### config.mk
export PLATFORM = sky130hd
export DESIGN_NAME = johnson_counter_param
export DESIGN_NICKNAME = d
export VERILOG_FILES = /design/src/rtl/johnson_counter_param.sv
export SDC_FILE = /design/constraint.sdc
export NUM_CORES = 1
export LEC_CHECK = 0
export ABC_AREA = 1
export CAP_MARGIN = 20
export CELL_PAD_IN_SITES_DETAIL_PLACEMENT = 1
export CELL_PAD_IN_SITES_GLOBAL_PLACEMENT = 2
export CORE_UTILIZATION = 21
export CTS_CLUSTER_DIAMETER = 150
export DETAILED_ROUTE_END_ITERATION = 12
export GPL_TIMING_DRIVEN = 0
export PLACE_DENSITY = 0.89
export SLEW_MARGIN = 10
export SYNTH_ARGS = -nofsm -noshare
export SYNTH_HDL_FRONTEND = slang
export SYNTH_SLANG_ARGS = --single-unit
### constraint.sdc
create_clock -name clk -period 4.34 [get_ports clk]
set_input_delay 0.868 -clock clk [delete_from_list [all_inputs] [get_ports clk]]
set_output_delay 0.868 -clock clk [all_outputs]
set_load 0.005 [all_outputs]
### src/rtl/johnson_counter_param.sv
// johnson_counter_param: parametrised Johnson (twisted-ring) counter with
// up/down stepping, enable, synchronous phase load, binary phase index,
// one-hot phase decode and a combinational terminal-count flag.
// Optional illegal-state self-correction: define JOHNSON_SELF_CORRECT_EN.
module johnson_counter_param #(
  parameter  int unsigned WIDTH = 4,
  localparam int unsigned PW    = $clog2(2 * WIDTH)
) (
  input  logic                 clk,
  input  logic                 reset,
  input  logic                 en,
  input  logic                 up,
  input  logic                 load,
  input  logic [PW-1:0]        load_phase,
  output logic [WIDTH-1:0]     q,
  output logic [PW-1:0]        phase,
  output logic [2*WIDTH-1:0]   dec,
  output logic                 tc,
  output logic                 illegal
);

  localparam int unsigned NSTATES = 2 * WIDTH;

  // Legal ring pattern for a phase; out-of-range phases map to all zeros.
  // Phases 0..WIDTH fill ones from the LSB, later phases clear them from the LSB.
  function automatic logic [WIDTH-1:0] pattern_of(input logic [PW-1:0] p);
    logic [WIDTH-1:0] r;
    int unsigned      pv;
    r  = '0;
    pv = 32'(p);
    if (pv < NSTATES) begin
      for (int unsigned i = 0; i < WIDTH; i++) begin
        if (pv <= WIDTH) r[i] = (i < pv);
        else             r[i] = (i >= pv - WIDTH);
      end
    end
    return r;
  endfunction

  // Phase index: popcount when the MSB is clear, mirrored when it is set.
  always_comb begin
    int unsigned cnt;
    cnt = 0;
    for (int unsigned i = 0; i < WIDTH; i++) cnt += 32'(q[i]);
    if (q[WIDTH-1]) phase = PW'(NSTATES - cnt);
    else            phase = PW'(cnt);
  end

  // One-hot decode of the phase index.
  always_comb begin
    dec = '0;
    for (int unsigned i = 0; i < NSTATES; i++) dec[i] = (32'(phase) == i);
  end

  // Terminal count: high in the cycle whose next edge wraps in the current direction.
  always_comb begin
    tc = en & ~load & (up ? (phase == PW'(NSTATES - 1)) : (phase == '0));
  end

`ifdef JOHNSON_SELF_CORRECT_EN
  logic legal;

  // A pattern is legal when at most one adjacent bit pair differs.
  always_comb begin
    int unsigned edges;
    edges = 0;
    for (int unsigned i = 0; i + 1 < WIDTH; i++) edges += 32'(q[i] ^ q[i+1]);
    legal = (edges <= 1);
  end

  // Ring register: reset, self-correct, load, step, hold in priority order.
  always_ff @(posedge clk or negedge reset) begin
    if (!reset)       q <= '0;
    else if (!legal)  q <= '0;
    else if (load)    q <= pattern_of(load_phase);
    else if (en)      q <= up ? {q[WIDTH-2:0], ~q[WIDTH-1]} : {~q[0], q[WIDTH-1:1]};
  end

  // Flag for the cycle following an edge that saw an illegal pattern.
  always_ff @(posedge clk or negedge reset) begin
    if (!reset) illegal <= 1'b0;
    else        illegal <= ~legal;
  end
`else
  // Ring register: reset, load, step, hold in priority order.
  always_ff @(posedge clk or negedge reset) begin
    if (!reset)       q <= '0;
    else if (load)    q <= pattern_of(load_phase);
    else if (en)      q <= up ? {q[WIDTH-2:0], ~q[WIDTH-1]} : {~q[0], q[WIDTH-1:1]};
  end

  assign illegal = 1'b0;
`endif

endmodule

==> impl_metrics.json <==
{
  "nNetsFinal": 124,
  "final.min_clock_period_ns": 3.60,
  "grt_pass1_vias": 555,
  "period_share": 0.828,
  "layout_common_cells": "clkdlybuf4s50_1, inv_1, nand2_1",
  "fin_cells": 136,
  "start_util": 0.232,
  "routed_wl_mm": 1.36,
  "vdd_drop_max_v": 0.000147,
  "hpwl_mm": 1.21,
  "wire_per_inst_um": 9.98,
  "power.leakage_uw": 0.000400,
  "clock_sinks": 4,
  "clk_path_buf_depth": 2,
  "post_cts_buffers": 0,
  "arrival_ns": 2.73,
  "drcViolationCount": 0,
  "fin_worst_skew_ns": 0.00367,
  "place_congestion": 0.714,
  "regMostFlops": "q",
  "drt_iter0_markers": 4,
  "worstPathRequired_ns": 3.47,
  "rows": 17,
  "drt.antenna.violating_nets": 0,
  "hold_violations": 0,
  "path_class": "reg2out",
  "cts-root-buf": "clkbuf_4",
  "clk_latency_ns": 0.24,
  "overflow": 0,
  "reg_top3": "q x4",
  "cp-end-kind": "output port",
  "finalSetupTns_ns": 0,
  "core_sq_um": 2320,
  "die_x_um": 52.6,
  "synthesis.area_sq_um": 538,
  "register_area_sq_um": 100,
  "synth_seq_area_share": 0.186,
  "setup_viol": 0,
  "ctsHtreeMaxLevel": 1,
  "yosys_register_bits": 4,
  "via_count": 598,
  "cp_max_fo": 8,
  "fmax_mhz": 278,
  "clk_pin_slew_ns": 0.04,
  "grt.total_usage": 0.114,
  "dp_cells": 133,
  "die_area_sq_um": 2770,
  "layout_commonest_cell": "clkdlybuf4s50_1",
  "synthCells": 83,
  "place.port_buffers": 22,
  "largest_reg_flops": 4,
  "fillers": 301,
  "postCtsResizedCells": 0,
  "grt_setup_unrepaired": "no",
  "drive_gt1_frac": 0.139,
  "synth_warnings": 0,
  "outcome": "complete, no violations",
  "multi_input_area_sq_um": 352,
  "ctsHoldBuffers": 0,
  "cts_tree": "yes",
  "die_h_um": 52.6,
  "powerDensity_nw_per_um2": 386,
  "grt_max_degree": 11,
  "routed_via_density": 4.40,
  "cts_inserted_buffers": 3,
  "drt-pass1-iter-count": 3,
  "start_kind": "flip-flop",
  "drv_slew": 0,
  "grt_antenna_before_repair": 0,
  "min_path_type": "reg2reg",
  "syn_nets": 97,
  "synth_cell_types": 22,
  "grt_pass1_wl_mm": 2.28,
  "drv_cap": 0,
  "avgSynthCellArea_sq_um": 6.48,
  "syn2layout_area_growth_pct": 51.6,
  "diodes": 0,
  "io_pins": 25
}
[synth_stat cells, drive strengths merged]
library cell  number  area, sq um
nand3              4         25.0
a22oi              1         7.51
inv               20         75.1
o211ai             1         7.51
ha                 5         62.6
conb               1         3.75
nand3b             1         7.51
a21oi              5         28.8
fa                 1         20.0
o21ai              9         45.0
clkbuf             1         3.75
nand2             18         90.1
buf                1         7.51
dfrtp              4          100
o221ai             2         17.5
nor2               9         36.3
[critical path, cell delays in order, from the launching register on]
cell	delay (ns)
dfrtp_1	0.49
fa_1	0.50
ha_1	0.34
inv_1	0.15
nand3_2	0.11
nand2_1	0.08
nand2_2	0.06
nand2_4	0.08
nand2_2	0.06
a21oi_2	0.10
clkdlybuf4s50_1	0.51
[cells by family after synthesis]
kind of cell | count (synthesis) | share of synthesized area
buffers and inverters | 22 | 0.160
and+or+nand+nor | 32 | 0.295
AOI/OAI and AO/OA | 18 | 0.198
DFF | 4 | 0.186
adders and majority gates | 6 | 0.153
other | 1 | 0.00697
[metrics by stage]
step,total power (uW),worst slack (ns),instance area [sq um],util,hold WS (ns)
4_1_cts,322,0.711,816,0.352,0.638
5_1_grt,347,0.572,816,0.352,0.676
3_5_place_dp,273,0.964,793,0.342,0.630
2_1_floorplan,163,1.61,538,-,0.572
6_report,315,0.744,816,0.352,0.628
3_3_place_gp,268,0.970,793,0.342,0.628
[layer usage]
layer | global-route usage | up-vias | share of wire | wire, um
met5 | 0 | - | 0 | 0
met4 | 0.0658 | 0 | 0.018 | 25
met3 | 0.0203 | 4 | 0.064 | 87
met2 | 0.222 | 23 | 0.53 | 717
met1 | 0.110 | 264 | 0.39 | 526
li1 | - | 307 | - | -
[final timing paths]
check	startpoint	to	slack (ns)	depth (start not counted)
worst max-delay path	q[3]	tc	0.74	10
worst min-delay path	q[1]	q[0]	0.63	2
worst max register to register	q[3]	q[0]	3.37	3
worst min register to register	q[1]	q[0]	0.63	2
max in group asynchronous	reset	q[0]	3.34	1
min in group asynchronous	reset	q[2]	0.83	1
[power breakdown]
part	internal, uW	switching, uW	total, uW
clock	30.9	15.4	46.3
combinational	115	104	219
sequential	42.2	7.43	49.6
total	188	127	315
[final cells by class]
class / count / share of cell area
flip-flops and latches: 4 / 0.123
repair buffers: 22 / 0.270
clock buffers: 3 / 0.0276
well taps: 28 / 0.0429
inverters: 20 / 0.0920
plain buffers: 2 / 0.0138
multi-input cells: 57 / 0.431
(Power assumes the default switching activity.)
